File: config.mk
export PLATFORM = sky130hd
export DESIGN_NAME = uart_rx_frame
export DESIGN_NICKNAME = d
export VERILOG_FILES = /design/src/rtl/uart_rx_frame.sv
export SDC_FILE = /design/constraint.sdc
export NUM_CORES = 1
export LEC_CHECK = 0
export ABC_AREA = 1
export CAP_MARGIN = 20
export CELL_PAD_IN_SITES_DETAIL_PLACEMENT = 0
export CELL_PAD_IN_SITES_GLOBAL_PLACEMENT = 1
export CORE_ASPECT_RATIO = 0.8
export CORE_UTILIZATION = 43
export CTS_CLUSTER_SIZE = 8
export DETAILED_ROUTE_END_ITERATION = 7
export DONT_BUFFER_PORTS = 1
export PLACE_DENSITY_LB_ADDON = 0.1
export SYNTH_ARGS = -nofsm -noshare
export SYNTH_HDL_FRONTEND = slang
export SYNTH_SLANG_ARGS = --single-unit
File: constraint.sdc
create_clock -name CLK -period 2 [get_ports CLK]
set_clock_uncertainty 0.1 [all_clocks]
set_input_delay 0.4 -clock CLK [delete_from_list [all_inputs] [get_ports CLK]]
set_output_delay 0.4 -clock CLK [all_outputs]
set_load 0.05 [all_outputs]
File: src/rtl/uart_rx_frame.sv
// UART receive engine: 2-flop synchroniser, oversampled 3-point majority vote,
// parity and stop-bit checking, one-cycle strobes for each finished frame.
module uart_rx_frame #(
  parameter int unsigned DATA_WIDTH = 8,
  parameter int unsigned PRESCALE_W = 6
) (
  input  logic                  CLK,
  input  logic                  RST,
  input  logic                  RX_IN,
  input  logic [PRESCALE_W-1:0] Prescale,
  input  logic                  PAR_EN,
  input  logic                  PAR_TYP,
  output logic [DATA_WIDTH-1:0] P_DATA,
  output logic                  Data_Valid,
  output logic                  Par_Err,
  output logic                  Stop_Err
);

  localparam int unsigned BIT_W = (DATA_WIDTH > 1) ? $clog2(DATA_WIDTH) : 1;
  localparam logic [PRESCALE_W-1:0] P_MIN    = PRESCALE_W'(4);
  localparam logic [PRESCALE_W-1:0] ONE      = PRESCALE_W'(1);
  localparam logic [BIT_W-1:0]      LAST_BIT = BIT_W'(DATA_WIDTH - 1);

  typedef enum logic [2:0] {
    IDLE,
    START,
    DATA,
    PARITY,
    STOP
  } state_t;

  state_t                  state;
  logic                    rx_s1;
  logic                    rx_s;
  logic [PRESCALE_W-1:0]   edge_cnt;
  logic [BIT_W-1:0]        bit_cnt;
  logic [DATA_WIDTH-1:0]   shreg;
  logic [2:0]              smp;
  logic                    par_en_q;
  logic                    par_typ_q;
  logic                    par_fail;

  logic [PRESCALE_W-1:0]   p_eff;
  logic [PRESCALE_W-1:0]   mid;
  logic [PRESCALE_W-1:0]   last_edge;
  logic                    sample_pt;
  logic                    bit_end;
  logic [2:0]              smp_nxt;
  logic                    vote;
  logic                    par_exp;

  // Two-flop synchroniser; idles high so reset does not look like a start bit.
  always_ff @(posedge CLK or negedge RST) begin
    if (!RST) begin
      rx_s1 <= 1'b1;
      rx_s  <= 1'b1;
    end else begin
      rx_s1 <= RX_IN;
      rx_s  <= rx_s1;
    end
  end

  // Bit timing and vote; the current sample is folded in so tiny ratios still see 3 samples.
  always_comb begin
    p_eff     = (Prescale < P_MIN) ? P_MIN : Prescale;
    mid       = p_eff >> 1;
    last_edge = p_eff - ONE;
    sample_pt = (edge_cnt == (mid - ONE)) || (edge_cnt == mid) || (edge_cnt == (mid + ONE));
    bit_end   = (edge_cnt >= last_edge);
    smp_nxt   = sample_pt ? {smp[1:0], rx_s} : smp;
    vote      = (smp_nxt[0] & smp_nxt[1]) | (smp_nxt[0] & smp_nxt[2]) | (smp_nxt[1] & smp_nxt[2]);
    par_exp   = (^shreg) ^ par_typ_q;
  end

  always_ff @(posedge CLK or negedge RST) begin
    if (!RST) begin
      state      <= IDLE;
      edge_cnt   <= '0;
      bit_cnt    <= '0;
      shreg      <= '0;
      smp        <= '0;
      par_en_q   <= 1'b0;
      par_typ_q  <= 1'b0;
      par_fail   <= 1'b0;
      P_DATA     <= '0;
      Data_Valid <= 1'b0;
      Par_Err    <= 1'b0;
      Stop_Err   <= 1'b0;
    end else begin
      Data_Valid <= 1'b0;
      Par_Err    <= 1'b0;
      Stop_Err   <= 1'b0;
      smp        <= smp_nxt;

      if (state == IDLE) begin
        edge_cnt <= '0;
      end else begin
        edge_cnt <= bit_end ? '0 : (edge_cnt + ONE);
      end

      case (state)
        IDLE: begin
          bit_cnt  <= '0;
          par_fail <= 1'b0;
          if (!rx_s) begin
            state <= START;
          end
        end

        START: begin
          if (bit_end) begin
            if (vote) begin
              state <= IDLE;
            end else begin
              state     <= DATA;
              bit_cnt   <= '0;
              par_fail  <= 1'b0;
              par_en_q  <= PAR_EN;
              par_typ_q <= PAR_TYP;
            end
          end
        end

        DATA: begin
          if (bit_end) begin
            shreg <= {vote, shreg[DATA_WIDTH-1:1]};
            if (bit_cnt == LAST_BIT) begin
              state <= par_en_q ? PARITY : STOP;
            end else begin
              bit_cnt <= bit_cnt + BIT_W'(1);
            end
          end
        end

        PARITY: begin
          if (bit_end) begin
            if (vote != par_exp) begin
              par_fail <= 1'b1;
              Par_Err  <= 1'b1;
            end
            state <= STOP;
          end
        end

        STOP: begin
          if (bit_end) begin
            if (!vote) begin
              Stop_Err <= 1'b1;
            end else if (!par_fail) begin
              Data_Valid <= 1'b1;
              P_DATA     <= shreg;
            end
            // A good stop followed by a low line is the next start bit already;
            // entering START directly keeps back-to-back frames on their own timing.
            state <= (vote && !rx_s) ? START : IDLE;
          end
        end

        default: begin
          state <= IDLE;
        end
      endcase
    end
  end

endmodule

Word level (Yosys, flattened, before mapping):

Cells that the tools add are included.
W data, S select, Z words.

* add/sub/neg operators: 5
* order comparisons: 2
* equal/unequal tests: 18
* multiplexer cells: 34
* bitwise logic cells: 8
* reductions and logical operators: 14

Operators by type and width (count)
* $mux W3: 12
* $mux W6: 3
* $ne A2 B2 Y1 const B: 9
* $mux W1: 15
* $pmux W3 S5: 1
* $eq A6 B6 Y1: 2
* $reduce_and A5 Y1: 2
* $pmux W3 S3: 1
* $reduce_xor A8 Y1: 1
* $add A5 B1 Y6 const B: 1
* $add A6 B1 Y6 const B: 1
* $eq A3 B2 Y1 const B: 2
* $eq A3 B3 Y1 const B: 2
* $eq A6 B5 Y1: 1
* $ge A6 B6 Y1: 1
* $lt A6 B3 Y1 const B: 1
* $reduce_and A6 Y1: 1
* $reduce_bool A3 Y1: 2
* $sub A5 B1 Y6 const B: 1
* $sub A6 B1 Y6 const B: 1
* $reduce_and A4 Y1: 1
* $add A3 B1 Y3 const B: 1
* $and A1 B1 Y1: 3
* $eq A3 B1 Y1 const B: 1
* 12 further kinds: 15

* flip-flop bits (word level): 39
* input port bits: 11
* output and inout bits: 11

Logic depth before layout (Yosys ltp):

* depth after elaboration: 14
* gate-level depth with buffers: 23
* gate-level depth less buffers: 22

Worst setup path before layout:

Ideal clock, no wire load.

* path kind: input to register
* start point: input Prescale[3]
* end point: register state[2]
* arrival time: 2715 ps
* required time: 1817 ps
* setup slack: -897 ps
* cell stages on the path: 18
* path buffers: 1
* cells stage by stage: buf_6 -> nor2_4 -> nand2_4 -> nand2_4 -> ha_1 -> nand2_1 -> a21oi_1 -> xor2_1 -> ha_1 -> nand2_1 -> o21a_1 -> nand3_1 -> o21ai_0 -> o21ai_0 -> o21ai_0 -> a21oi_1 -> o21ai_0 -> o21ai_0

* word-level cells in the longest chain between the ends: 6

Ends and longest elaborated chain
* start: declaration: RTL line 10 `input logic [PRESCALE_W-1:0] Prescale,`
* $lt A6 B3 Y1: RTL line 65 `p_eff = (Prescale < P_MIN) ? P_MIN : Prescale;`
* $mux W6 (*): RTL line 65
* $sub A6 B1 Y6 (*): RTL line 67 `last_edge = p_eff - ONE;`
* $ge A6 B6 Y1 (*): RTL line 69 `bit_end = (edge_cnt >= last_edge);`
* $ne A2 B2 Y1 (no line)
* $reduce_and A6 Y1 (no line) (*)
* end signal: assignment: RTL line 128 `state <= par_en_q ? PARITY : STOP;`
* end signal: assignment: RTL line 155 `state <= (vote && !rx_s) ? START : IDLE;`
* end: declaration: RTL line 32 `state_t state;`

Every way passes the cells marked *; elsewhere a longest branch is shown, timed or not.
A chain may end at the register's enable or synchronous reset.

Worst setup path in the final report:

* start point: input Prescale[3]
* end point: register P_DATA[6]

* word-level cells in the longest chain between the ends: 11

Ends and longest elaborated chain
* $lt A6 B3 Y1: RTL line 65
* $mux W6 (*): RTL line 65
* $sub A5 B1 Y6: RTL line 68 `sample_pt = (edge_cnt == (mid - ONE)) || (edge_cnt == mid) || (edge_cnt == (mid + ONE));`
* $eq A6 B6 Y1: RTL line 68
* $logic_or A1 B1 Y1 (2 in a row): RTL line 68
* $mux W3: RTL line 70 `smp_nxt = sample_pt ? {smp[1:0], rx_s} : smp;`
* $and A1 B1 Y1: RTL line 71 `vote = (smp_nxt[0] & smp_nxt[1]) | (smp_nxt[0] & smp_nxt[2]) | (smp_nxt[1] & smp_nxt[2]);`
* $or A1 B1 Y1 (2 in a row): RTL line 71
* $reduce_and A4 Y1 (no line) (*)
* end signal: assignment: RTL line 151 `P_DATA <= shreg;`
* end: declaration: RTL line 13 `output logic [DATA_WIDTH-1:0] P_DATA,`

Marks and branches as above.

==> results.cfg <==
[run_status]
outcome = finished with violations
violations = setup timing

[finish]
area_growth_syn_to_layout_pct = 28.5
final_common_cell = nand2_1
fin_nets = 387
n_fill_cell = 516
mostFrequentLayoutCells = 68 x nand2_1, 45 x inv_1, 40 x buf_4, 37 x dfrtp_1, 25 x nor2_1
final_cells = 443
final_layout_size_suffix_gt1_share_pct = 31.8
antennaDiodeCount = 0

[critical_path]
cp_common_cell = nand2_4
r2r_cells = 17
start_kind = primary input
slowest_stage = ha_1
reg2reg_from = edge_cnt[2]$_DFF_PN0_
cp-end-kind = register
cp_data_required_time_ns = 2.13
path_cells = nor2_4, nand2_4, nand2_4, ha_4, nand2_4, a21oi_2, xor2_1, ha_1, nand2_1, inv_1, nand4_1, nand3_4, nand2_2, nor2_4, nand2_8, buf_4, o21ai_2
cpLargestDelayFamily = simple AND/OR/NAND/NOR gates
worst-path-stages = 17
arrival_ns = 2.49
critPathKind = in -> reg
slowest_delay_ns = 0.31
path_buf_inv = 2
startpoint = Prescale[3]
cp_max_fo = 8

[sta]
hold_viol = 0
finalSetupViolations = 34
max_slew_margin_pct = 66.4
rsz0062_at_grt = yes
max_freq_mhz = 423
fin_crit_ns = 2.37
finalCritPeriodShare_pct = 118
setup_ws_ns = -0.367
slew_viol_final = 0
worstMarginPinSlew_ns = 0.504

[die]
row_count = 24
die_area_sq_um = 6070
start_util_pct = 45.1
die_h_um = 69.9
fp.dieW_um = 86.9
core_sq_um = 5500
io_pins = 22

[synthesis]
avgSynthCellArea_sq_um = 7.89
synthTopCellsByArea = dfrtp_1 37%, nand2_1 12%, inv_1 7.1%, ha_1 6.1%, nor2_1 4.5%
ys_seq_area_share_pct = 39.5
yosysUniqueCellTypes = 29
netlist_area_sq_um = 2480
synth_top_area_cell = dfrtp_1
synth_cells = 314
synth_top_area_share_pct = 37.4
yosysWarnings = 0
ys_ff_latch = 39
syn_nets = 337

[clock_tree]
worstSkewPairLatency_ns = 0.30
cts_sinks = 39
clk_path_buf_depth = 2
cts_root_buf = clkbuf_8
cts.htree.levels = 2
cts_made_buffers = 5
cts_tree = yes
clkTransAtPathRegs_ns = 0.08

[global_route]
antenna_found_initial = 0
overflow = 0
use_met2_pct = 32.2
grt_util_met1_pct = 32.3
use_met3_pct = 4.73
grt_max_degree = 40
grt_pass1_wl_mm = 10.1
grt_usage_pct = 21.7
grt-busiest-layer = met1
grt_pass1_vias = 2103

[detailed_routing]
wl_per_cell_um = 13.2
routed_wl_mm = 5.83
route.detailed.drc = 0
vias_per_cell = 4.77
ant_nets = 0
drtIter0Drc = 65
vias = 2112
firstDrtPassIters = 4

[placed_design]
numPortBuffers = 0
gp_congestion = 0.806
dp.cells = 423
pre_cts_ws_ns = -0.715
dp.final_hpwl_mm = 4.09

[pwr]
ir_worst_vdd_v = 0.000394
power.leakage_nw = 1.61
power_density_nw_per_um2 = 974

[hold_path]
min_path_type = in -> reg
hold_start = PAR_EN
hold_depth = 2

[flow_run]
maxCapViolCount = 0
-- cell type report --
cell class | count | area (sq um) | area share, %
Clock buffer | 7 | 96.3 | 3.03
Clock inverter | 1 | 7.51 | 0.236
Inverter | 47 | 176 | 5.54
Multi-Input combinational cell | 227 | 1480 | 46.4
Sequential cell | 39 | 978 | 30.7
Tap cell | 78 | 97.6 | 3.06
Timing Repair Buffer | 44 | 352 | 11.0
-- synthesized netlist by cell type --
cell type  instances
nand2_1           77
inv_1             47
dfrtp_1           37
nor2_1            30
o21ai_0           19
nand3_1           18
nand2_2           13
ha_1              12
xor2_1             9
xnor2_1            8
o21ai_2            7
a21oi_1            6
nand3_2            6
nand4_1            5
nand2_4            4
dfstp_2            2
nand3b_1           2
a21oi_4            1
a31oi_1            1
buf_12             1
buf_6              1
clkbuf_1           1
nor2_4             1
nor3b_1            1
o211ai_1           1
o21a_1             1
o21bai_1           1
o221ai_1           1
or2_2              1
-- sequential cells by signal, indices dropped and copies added, names as in the netlist --
| signal | cells |
|---|---|
| par_en_q | 1 |
| shreg | 8 |
| smp | 3 |
| bit_cnt | 3 |
| edge_cnt | 6 |
| Stop_Err | 1 |
| rx_s | 1 |
| Data_Valid | 1 |
| Par_Err | 1 |
| par_fail | 1 |
| rx_s1 | 1 |
| state | 3 |
| P_DATA | 8 |
| par_typ_q | 1 |
-- final timing paths --
path	to	slack [ns]
max	P_DATA[6]$_DFFE_PN0P_	-0.37
min	par_en_q$_DFFE_PN0P_	0.13
max reg2reg	P_DATA[6]$_DFFE_PN0P_	-0.21
min reg2reg	rx_s$_DFF_PN1_	0.26
max in group asynchronous	rx_s1$_DFF_PN1_	1.07
min in group asynchronous	smp[2]$_DFF_PN0_	0.45
-- through the flow --
stage                     hold slack [ns]  instance area, sq um  utilization (%)  setup TNS, ns  total power [mW]
after floorplan                   0.00441                  2550                -         -19.91              1.91
after global routing                0.131                  3180             57.9         -15.15              3.35
after global placement            0.00517                  2860             52.0         -20.81              2.31
after CTS                           0.127                  3150             57.3          -8.39              3.07
final                               0.134                  3180             57.9          -9.25              3.10
after detailed placement          0.00517                  2860             52.0         -22.07              2.32
-- cell families (layout without fill, tap and decap cells) --
| logic type | count (synthesis) | in the layout | synth area share, % |
|---|---|---|---|
| AOI/OAI and AO/OA | 38 | 38 | 9.69 |
| xor gates and xnor gates | 17 | 17 | 6.01 |
| adders and majority gates | 12 | 12 | 6.06 |
| buffers and inverters | 50 | 99 | 8.53 |
| DFF | 39 | 39 | 39.5 |
| and+or+nand+nor | 158 | 160 | 30.2 |
-- layer usage --
metal	wire [um]	share of wire, %
met5	0	0
met2	2630	45
met3	182	3.1
met1	2990	51
met4	29	0.50
-- report_power, final --
group	internal (mW)	switching, mW	total (mW)	leakage [nW]
Sequential	0.906	0.119	1.02	0.521
Clock	0.314	0.294	0.608	0.0505
Combinational	0.579	0.890	1.47	1.04
Total	1.80	1.30	3.10	1.61
-- timing repair --
action | 4_1_cts | 5_1_grt
pin swaps | 21 | 10
endpoints found under the hold margin | 40 | 0
resized for setup | 21 | 9
setup buffers | 6 | 2
cloned | 2 | 0
hold buffers | 3 | 0
setup endpoints to repair | 34 | 34
Note: power is estimated with default switching activity, not from simulation.
